<file path="src/rtl/baccarat_seq.sv">
// ---------------------------------------------------------------------------
// baccarat_seq
//
// Purpose:
//   Sequencer for one hand of Baccarat. A Moore FSM walks through the
//   initial four-card deal, decides whether the player and/or the dealer
//   draw a third card, and then registers the result lights. An external
//   card datapath holds the cards and reports the running hand scores.
//
// Optional feature (macro BACCARAT_AUTO_RESTART_EN):
//   When defined, DONE is held for RESTART_CYCLES cycles. The FSM then
//   enters CLEAR, which pulses clear_hands and clears the lights, and
//   returns to DEAL_P1 to start a new hand. When undefined, the FSM stays
//   in DONE until reset and clear_hands is tied low.
//
// Parameters:
//   RESTART_CYCLES : cycles spent in DONE before auto-restart (macro only)
//
// Ports:
//   slow_clock       in   sole clock, rising edge
//   resetb           in   asynchronous active-low reset
//   pscore[3:0]      in   player hand score 0-9
//   dscore[3:0]      in   dealer hand score 0-9
//   pcard3[3:0]      in   player third-card rank 1-13
//   load_pcard1..3   out  one-cycle strobes, load a player card register
//   load_dcard1..3   out  one-cycle strobes, load a dealer card register
//   clear_hands      out  one-cycle strobe, clear all card registers
//   player_win_light out  registered result light
//   dealer_win_light out  registered result light
//   dbg_state[3:0]   out  current FSM state, for observation only
//
// Handshake: there is no valid/ready pairing. Each load strobe is high for
//   exactly the one cycle the FSM spends in its DEAL_* state; the datapath
//   loads on the rising edge that ends that cycle, and the resulting scores
//   are treated as valid from the following cycle.
// ---------------------------------------------------------------------------
module baccarat_seq #(
    parameter int RESTART_CYCLES = 8
) (
    input  logic       slow_clock,
    input  logic       resetb,
    input  logic [3:0] pscore,
    input  logic [3:0] dscore,
    input  logic [3:0] pcard3,
    output logic       load_pcard1,
    output logic       load_pcard2,
    output logic       load_pcard3,
    output logic       load_dcard1,
    output logic       load_dcard2,
    output logic       load_dcard3,
    output logic       clear_hands,
    output logic       player_win_light,
    output logic       dealer_win_light,
    output logic [3:0] dbg_state
);

    typedef enum logic [3:0] {
        DEAL_P1 = 4'd0,
        DEAL_D1 = 4'd1,
        DEAL_P2 = 4'd2,
        DEAL_D2 = 4'd3,
        EVAL    = 4'd4,
        DEAL_P3 = 4'd5,
        BANK    = 4'd6,
        DEAL_D3 = 4'd7,
        SCORE   = 4'd8,
        DONE    = 4'd9
`ifdef BACCARAT_AUTO_RESTART_EN
        ,
        CLEAR   = 4'd10
`endif
    } state_t;

    state_t     r_state;
    state_t     w_next;
    logic [3:0] w_v;
    logic       w_bank_draw;
    logic       r_player_win;
    logic       r_dealer_win;

`ifdef BACCARAT_AUTO_RESTART_EN
    localparam int CW = $clog2(RESTART_CYCLES + 1);
    logic [CW-1:0] r_cnt;
    logic          w_cnt_last;

    assign w_cnt_last = (r_cnt == CW'(RESTART_CYCLES - 1));
`endif

    // Third-card value: ten and face cards count zero.
    assign w_v = (pcard3 <= 4'd9) ? pcard3 : 4'd0;

    // Dealer third-card drawing table, used only after the player drew.
    always_comb begin
        w_bank_draw = 1'b0;
        case (dscore)
            4'd0, 4'd1, 4'd2: w_bank_draw = 1'b1;
            4'd3:             w_bank_draw = (w_v != 4'd8);
            4'd4:             w_bank_draw = (w_v >= 4'd2) && (w_v <= 4'd7);
            4'd5:             w_bank_draw = (w_v >= 4'd4) && (w_v <= 4'd7);
            4'd6:             w_bank_draw = (w_v >= 4'd6) && (w_v <= 4'd7);
            default:          w_bank_draw = 1'b0;
        endcase
    end

    always_ff @(posedge slow_clock or negedge resetb) begin
        if (!resetb) begin
            r_state <= DEAL_P1;
        end else begin
            r_state <= w_next;
        end
    end

    always_comb begin
        w_next = r_state;
        case (r_state)
            DEAL_P1: w_next = DEAL_D1;
            DEAL_D1: w_next = DEAL_P2;
            DEAL_P2: w_next = DEAL_D2;
            DEAL_D2: w_next = EVAL;
            EVAL: begin
                // Out-of-range scores (>9) fall into the natural branch.
                if ((pscore >= 4'd8) || (dscore >= 4'd8)) begin
                    w_next = SCORE;
                end else if (pscore <= 4'd5) begin
                    w_next = DEAL_P3;
                end else if (dscore <= 4'd5) begin
                    w_next = DEAL_D3;
                end else begin
                    w_next = SCORE;
                end
            end
            DEAL_P3: w_next = BANK;
            BANK:    w_next = w_bank_draw ? DEAL_D3 : SCORE;
            DEAL_D3: w_next = SCORE;
            SCORE:   w_next = DONE;
`ifdef BACCARAT_AUTO_RESTART_EN
            DONE:    w_next = w_cnt_last ? CLEAR : DONE;
            CLEAR:   w_next = DEAL_P1;
`else
            DONE:    w_next = DONE;
`endif
            default: w_next = DEAL_P1;
        endcase
    end

`ifdef BACCARAT_AUTO_RESTART_EN
    // Counter is zero whenever the FSM is outside DONE, so it starts from
    // zero on every DONE entry.
    always_ff @(posedge slow_clock or negedge resetb) begin
        if (!resetb) begin
            r_cnt <= '0;
        end else if (r_state != DONE) begin
            r_cnt <= '0;
        end else if (!w_cnt_last) begin
            r_cnt <= r_cnt + 1'b1;
        end
    end
`endif

    // Lights are captured on the edge leaving SCORE; a tie lights both.
    always_ff @(posedge slow_clock or negedge resetb) begin
        if (!resetb) begin
            r_player_win <= 1'b0;
            r_dealer_win <= 1'b0;
        end else if (r_state == SCORE) begin
            r_player_win <= (pscore >= dscore);
            r_dealer_win <= (dscore >= pscore);
`ifdef BACCARAT_AUTO_RESTART_EN
        end else if ((r_state == DONE) && w_cnt_last) begin
            // Cleared on entry to CLEAR so they read low alongside clear_hands.
            r_player_win <= 1'b0;
            r_dealer_win <= 1'b0;
`endif
        end
    end

    // Strobes are gated by resetb so that all outputs read low during
    // reset even though the reset state is DEAL_P1.
    assign load_pcard1 = resetb && (r_state == DEAL_P1);
    assign load_dcard1 = resetb && (r_state == DEAL_D1);
    assign load_pcard2 = resetb && (r_state == DEAL_P2);
    assign load_dcard2 = resetb && (r_state == DEAL_D2);
    assign load_pcard3 = resetb && (r_state == DEAL_P3);
    assign load_dcard3 = resetb && (r_state == DEAL_D3);

`ifdef BACCARAT_AUTO_RESTART_EN
    assign clear_hands = resetb && (r_state == CLEAR);
`else
    assign clear_hands = 1'b0;
`endif

    assign player_win_light = r_player_win;
    assign dealer_win_light = r_dealer_win;
    assign dbg_state        = r_state;

endmodule
</file>
<file path="config.mk">
export PLATFORM = sky130hd
export DESIGN_NAME = baccarat_seq
export DESIGN_NICKNAME = d
export VERILOG_FILES = /design/src/rtl/baccarat_seq.sv
export SDC_FILE = /design/constraint.sdc
export NUM_CORES = 1
export LEC_CHECK = 0
export ABC_AREA = 1
export BUFFER_PORTS_ARGS = -buffer_cell sky130_fd_sc_hd__clkbuf_2
export CORE_MARGIN = 1.5
export CORE_UTILIZATION = 25
export DETAILED_ROUTE_END_ITERATION = 8
export SLEW_MARGIN = 20
export SYNTH_ARGS = -nofsm -noshare
export SYNTH_HDL_FRONTEND = slang
export SYNTH_SLANG_ARGS = --single-unit
export TNS_END_PERCENT = 5
</file>
<file path="constraint.sdc">
create_clock -name slow_clock -period 1.47 [get_ports slow_clock]
set_input_delay 0.147 -clock slow_clock [delete_from_list [all_inputs] [get_ports slow_clock]]
set_output_delay 0.147 -clock slow_clock [all_outputs]
set_load 0.01 [all_outputs]
</file>
==> out/qor.txt, run 1 <==
Final setup violation count: 0
Minimum clock period: 1.398 ns
Final worst-path cycle share: 95.13%
Crit path DAT: 1.25 ns
Initial core utilization: 26.41%
Multi-input logic area: 376.6 um2
Max VDD drop: 0.7093 mV
Unrepaired setup endpoints after global routing: yes
Die Height: 51.35 um
# DRC: 0
Total number of vias: 676
Sink Count: 6
Mapped Cells: 94
Drt first pass iters: 4
Pwr per Cell Area: 1417 mW/mm2
Via density: 4.447
P_sw: 530.0 uW
Clock group share of total power: 13.1%
Post-Syn Nets: 112
H-tree Lvls: 1
CTS Root Cell: clkbuf_4
Post-DP HPWL: 1153 um
Setup crit end kind: primary output
Chip Width: 51.35 um
Distinct cells, synth: 20
Seq/Total Area, Yosys: 25.70%
Cell Area, Synth: 584.3 um2
#FFs+latches synth: 6
Int Pwr: 624.0 uW
P&R area growth vs syn: 39.40%
Total Routed Length: 1370 um
Die Footprint: 0.002636 mm2
Syn. warnings: 0
Num CTS Buffers: 3
Antenna viol nets, final: 0
GP Congestion: 0.7461
Crit Path Max Fanout: 5
Placeable Area: 0.002212 mm2
Total global routing overflow: 0
Top-level I/O count: 27
WHS: 0.2390 ns
Clk slew on worst S/H paths: 0.04 ns
Port Buf Inserts: 25
P_leak: 0.0004675 uW
Antenna diodes: 0
FILL cells: 244
Gate power share: 56.6%
Net Sw Frac: 45.93%
Initial DRC count: 9
Max Clock Freq: 715.1 MHz
Largest net degree at the start of global routing: 10
Worst-skew pair later-pin latency: 0.24 ns
Crit Path Class: flop to primary output
Rows: 17
Largest cells by area after synthesis: dfrtp_1, nand2_1, ha_1
Reg power frac: 30.2%
PnR worst setup slack: 0.07162 ns
Post-Place Worst Slack: 0.1836 ns
Final hold viol count: 0
TritonCTS clock tree: built
Antenna violations before repair: 0
Max Clock Skew: 0.001796 ns
Cell area after layout: 814.5 um2
Layout cells sized above 1: 37.10%
Final Net Count: 144
Startpoint types: flop
Wire length of the first global-routing pass: 2249 um
Tightest Hold Check Type: input port to flop
Max Root-Sink Buffers: 2
Post-synthesis area per instance: 6.216 um2
Status: finished, final reports clean
Max-Cap Viols: 0
Critical Path RT: 1.32 ns
Max-slew violation count: 0
Register area: 152.6 um2
Overall routing resource usage: 11.34%
Synth area leader: dfrtp_1
Placed cell area: 732.0 um2
Post-synth top area share: 25.70%
Number of global-route vias before repair: 574
Average wire per standard cell: 9.013 um
## stage by stage
stage / utilization [%] / cells / total power, uW / setup TNS [ns]
final: 36.82 / 152 / 1154 / 0
after global routing: 36.82 / 152 / 1257 / -0.007345
after CTS: 35.18 / 149 / 1085 / 0
after detailed placement: 33.09 / 145 / 899.1 / 0
after global placement: 33.09 / 145 / 892.7 / 0
after floorplan: - / 94 / 715.4 / 0
## critical path, stage by stage, from the launching register on
cell and delay (ns):
dfrtp_1 0.47, inv_2 0.11, nand3_2 0.11, nor3_1 0.16
clkbuf_2 0.16
## power groups by stage
stage	sequential [uW]	clock, uW	combinational [uW]
final	349	151	654
after global placement	351	0	542
after global routing	362	169	727
after CTS	359	159	566
after floorplan	343	0	372
after detailed placement	352	0	547
## layout by cell type, fill, tap and decap left out, types with 2 or more instances in the layout
cell type and count:
inv_1 10, nor2_1 11, buf_4 3, clkbuf_2 25, nor3_1 5, o21ai_1 2
nand3_2 3, inv_2 5, nand3_1 6, dfrtp_2 2, a21oi_1 4, ha_1 4
o21bai_1 2, clkbuf_4 3, dfrtp_1 4, clkinv_1 2, nand2_1 25
## cell type report
type / count / area share, %
Multi-Input combinational cell: 68 / 46.24
Timing Repair Buffer: 29 / 19.35
Sequential cell: 6 / 18.74
Inverter: 18 / 8.602
Tap cell: 28 / 4.301
Clock buffer: 3 / 2.765
## per-layer routing
layer	track usage, %	vias to the layer above	routed length (um)
met1	13.80	291	613
met5	0	-	0
met2	18.18	28	637
met3	4.678	0	120
li1	-	357	-
met4	3.509	0	0
## path summary, 6_finish.rpt
| check | from | endpoint | slack, ns | cells past startpoint |
|---|---|---|---|---|
| worst max-delay path | dbg_state[3]$_DFF_PN0_ | load_pcard2 | 0.07 | 4 |
| worst min-delay path | dscore[3] | dbg_state[3]$_DFF_PN0_ | 0.24 | 5 |
| max in group asynchronous | resetb | dbg_state[1]$_DFF_PN0_ | 0.90 | 2 |
| worst max register to register | dbg_state[0]$_DFF_PN0_ | dbg_state[0]$_DFF_PN0_ | 0.26 | 4 |
| min in group asynchronous | resetb | dbg_state[2]$_DFF_PN0_ | 0.34 | 2 |
| worst min register to register | dealer_win_light$_DFFE_PN0N_ | dealer_win_light$_DFFE_PN0N_ | 0.49 | 2 |
## logic make-up after synthesis
logic type	Yosys count	share of synthesized area [%]
AO/OA/AOI/OAI	9	8.780
buffers and inverters	20	13.71
adder cells (fa/ha/maj)	4	8.566
other	1	0.6418
flip-flops	6	25.70
AND/OR/NAND/NOR	54	42.61
## state kept, by name (all words and copies together), names as in the netlist
| signal | count |
|---|---|
| dbg_state | 4 |
| dealer_win_light | 1 |
| player_win_light | 1 |
## cells in the mapped netlist
| cell type | count |
|---|---|
| clkinv_1 | 2 |
| nor2_2 | 1 |
| nand3_1 | 8 |
| ha_1 | 4 |
| conb_1 | 1 |
| a21oi_1 | 4 |
| o21bai_1 | 2 |
| dfrtp_1 | 6 |
| nor3_1 | 5 |
| inv_2 | 6 |
| buf_2 | 1 |
| a31oi_1 | 1 |
| nor2_1 | 12 |
| nand3_2 | 1 |
| o21ai_1 | 2 |
| inv_1 | 10 |
| nand2_1 | 25 |
| buf_4 | 1 |
| nor4_4 | 1 |
| nor3b_1 | 1 |
## repair_timing
| action | in CTS | in global routing |
|---|---|---|
| cloned | 0 | 0 |
| hold buffers | 1 | 0 |
| pin swaps | 1 | 0 |
| gates resized for setup | 4 | 4 |
| setup buffers | 0 | 3 |
| hold endpoints to repair | 6 | 0 |
| endpoints found under the setup margin | 3 | 5 |
Note: power is estimated with default switching activity, not from simulation.
==> inputs of run 2 (changes only) <==
--- a/config.mk
+++ b/config.mk
@@ -7,9 +7,12 @@
 export LEC_CHECK = 0
 export ABC_AREA = 1
 export BUFFER_PORTS_ARGS = -buffer_cell sky130_fd_sc_hd__clkbuf_2
+export CELL_PAD_IN_SITES_DETAIL_PLACEMENT = 2
+export CELL_PAD_IN_SITES_GLOBAL_PLACEMENT = 2
 export CORE_MARGIN = 1.5
-export CORE_UTILIZATION = 25
+export CORE_UTILIZATION = 22
 export DETAILED_ROUTE_END_ITERATION = 8
+export PLACE_DENSITY_LB_ADDON = 0.1
 export SLEW_MARGIN = 20
 export SYNTH_ARGS = -nofsm -noshare
 export SYNTH_HDL_FRONTEND = slang
==> run 2 against run 1 <==
Against the previous run:
- die area is 13% higher
- first-iteration DRC count is 78% lower
- register-to-register slack worse by 0.09 ns
- fmax is 2.2% lower
- sequential share of layout area is 0.067 points higher
- largest power group unchanged
- via count is 1.9% higher
==> out/qor.txt, run 2 (synthesized netlist as in run 1, its figures left out) <==
Max Clock Freq: 699.1 MHz (-2.2%)
Worst r2r dst: dbg_state[2]$_DFF_PN0_
TritonCTS clock tree: built
Sink Count: 6 (unchanged)
Most frequent cells in the layout: nand2_1, clkbuf_2, nor2_1
PnR worst setup slack: 0.03967 ns (-0.03196 ns)
R2r startpoint: dbg_state[0]$_DFF_PN0_
Placeable Area: 0.002500 mm2 (+13%)
Utilization after layout: 32.73% (-4.1 points)
GP Congestion: 0.8045 (+7.8%)
Average wire per standard cell: 12.88 um (+43%)
Overall routing resource usage: 14.29% (+2.9 points)
Max-slew violation count: 0 (unchanged)
Drt first pass iters: 2 (-2)
Net Sw Frac: 47.48% (+1.5 points)
Final Net Count: 145 (+0.69%)
Tightest Hold Check Type: input port to flop
Final worst-path cycle share: 97.30% (+2.2 points)
Minimum clock period: 1.430 ns (+0.03196 ns)
Port Buf Inserts: 25 (unchanged)
Antenna viol nets, final: 0 (unchanged)
Max Root-Sink Buffers: 2 (unchanged)
Chip Width: 54.54 um (+6.2%)
R2r worst-path depth: 6 (+2)
Max-Cap Viols: 0 (unchanged)
Startpoint types: flop
Crit Path Max Fanout: 5 (unchanged)
Critical Path RT: 1.32 ns (about the same)
# DRC: 0 (unchanged)
Antenna diodes: 0 (unchanged)
Max VDD drop: 0.9737 mV (+37%)
Final setup violation count: 0 (unchanged)
Clk slew on worst S/H paths: 0.05 ns (about the same)
Total global routing overflow: 0 (unchanged)
Layout cells sized above 1: 38.40% (+1.3 points)
Gate power share: 58.6% (+2.0 points)
Unrepaired setup endpoints after global routing: yes
Largest net degree at the start of global routing: 10 (unchanged)
Post-Place Worst Slack: 0.1645 ns (-0.01914 ns)
Hold Path Stages: 5 (unchanged)
Rows: 18 (+1)
Num CTS Buffers: 3 (unchanged)
Pwr per Cell Area: 1479 mW/mm2 (+4.4%)
Post-DP HPWL: 1660 um (+44%)
Reg power frac: 28.6% (-1.6 points)
Total number of vias: 689 (+1.9%)
Flop-to-flop setup slack: 0.17 ns (-0.09 ns)
Clock group share of total power: 12.7% (-0.4 points)
Antenna violations before repair: 0 (unchanged)
Status: finished, final reports clean
P_sw: 574.5 uW (+8.4%)
Die Height: 54.54 um (+6.2%)
Initial core utilization: 23.37% (-3.0 points)
Hold path endpoint: dbg_state[3]$_DFF_PN0_
Total Routed Length: 1996 um (+46%)
H-tree Lvls: 1 (unchanged)
Number of flip-flops in the largest register: 4 (unchanged)
Top-level I/O count: 27 (unchanged)
Wire length of the first global-routing pass: 3070 um (+37%)
Int Pwr: 635.6 uW (+1.9%)
CTS Root Cell: clkbuf_4
P_leak: 0.0004706 uW (+0.66%)
Via density: 4.445 (about the same)
Initial DRC count: 2 (-7)
Setup crit end kind: primary output
Hold Path Origin: dscore[3]
Max Clock Skew: 0.01110 ns (+0.009306 ns)
Final hold viol count: 0 (unchanged)
FILL cells: 316 (+30%)
Number of global-route vias before repair: 711 (+24%)
Crit Path Class: flop to primary output
P&R area growth vs syn: 40.04%
Crit path DAT: 1.28 ns (+0.03 ns)
Die Footprint: 0.002974 mm2 (+13%)
Worst-skew pair later-pin latency: 0.25 ns (about the same)
==> run 2: changes by cell type in the layout (fill, tap and decap cells not counted) <==
cell     delta
buf_4       +1
dfrtp_1     -1
dfrtp_2     +1
inv_2       +1
inv_4       -1
nor2_2      +1
nor2_4      -1
==> run 2: power groups by stage <==
stage	clock network, uW	registers [uW]	logic [uW]
CTS	158	372	600
finish	154	346	709
floorplan	0	343	372
global placement	0	355	576
global route	174	361	804
detailed placement	0	366	581
==> run 2: what timing repair did <==
action	4_1_cts	5_1_grt
hold endpoints to repair	6	0
pin swaps	0	0
endpoints found under the setup margin	4	5
resized for setup	5	2
setup buffers	0	4
hold buffers	1	0
==> run 2: worst max-delay path, stage by stage, from the launching register on <==
cell and delay [ns]:
dfrtp_2 0.45, nor2_2 0.20, nand3_2 0.13, nor2_1 0.11, clkbuf_2 0.14
==> run 2: per-layer routing <==
metal / global-route usage [%] / routed length [um] / share of wire [%]
met2: 23.90 / 990 / 50
met5: 0 / 0 / 0
met1: 18.84 / 941 / 47
met3: 3.279 / 63 / 3.2
met4: 2.500 / 0 / 0
==> run 2: worst max-delay path by stage <==
stage                                start                      to  slack, ns  cells after the start
floorplan           dbg_state[0]$_DFF_PN0_  dbg_state[3]$_DFF_PN0_       0.30                      7
global placement    dbg_state[3]$_DFF_PN0_             load_pcard3       0.15                      4
detailed placement  dbg_state[3]$_DFF_PN0_             load_pcard3       0.16                      4
CTS                 dbg_state[3]$_DFF_PN0_             load_pcard3     0.0006                      4
global route        dbg_state[3]$_DFF_PN0_             load_pcard3      -0.06                      4
finish              dbg_state[3]$_DFF_PN0_             load_pcard3       0.04                      4
==> run 2: area by class of cell <==
type | count | area (um2) | area share (%)
Tap cell | 30 | 37.54 | 4.587
Timing Repair Buffer | 30 | 165.2 | 20.18
Multi-Input combinational cell | 68 | 371.6 | 45.41
Clock buffer | 3 | 22.52 | 2.752
Sequential cell | 6 | 153.9 | 18.81
Inverter | 18 | 67.56 | 8.257
==> run 2: through the flow <==
step                power [uW]  TNS, ns  area [um2]  hold WS, ns  instances
global route              1339  -0.2386       818.3       0.2686        155
detailed placement       946.9        0       734.5   -0.0004949        147
floorplan                715.4        0       584.3      -0.1486         94
global placement         931.8        0       734.5     0.001676        147
finish                    1210        0       818.3       0.2444        155
CTS                       1130        0       782.0       0.2428        151
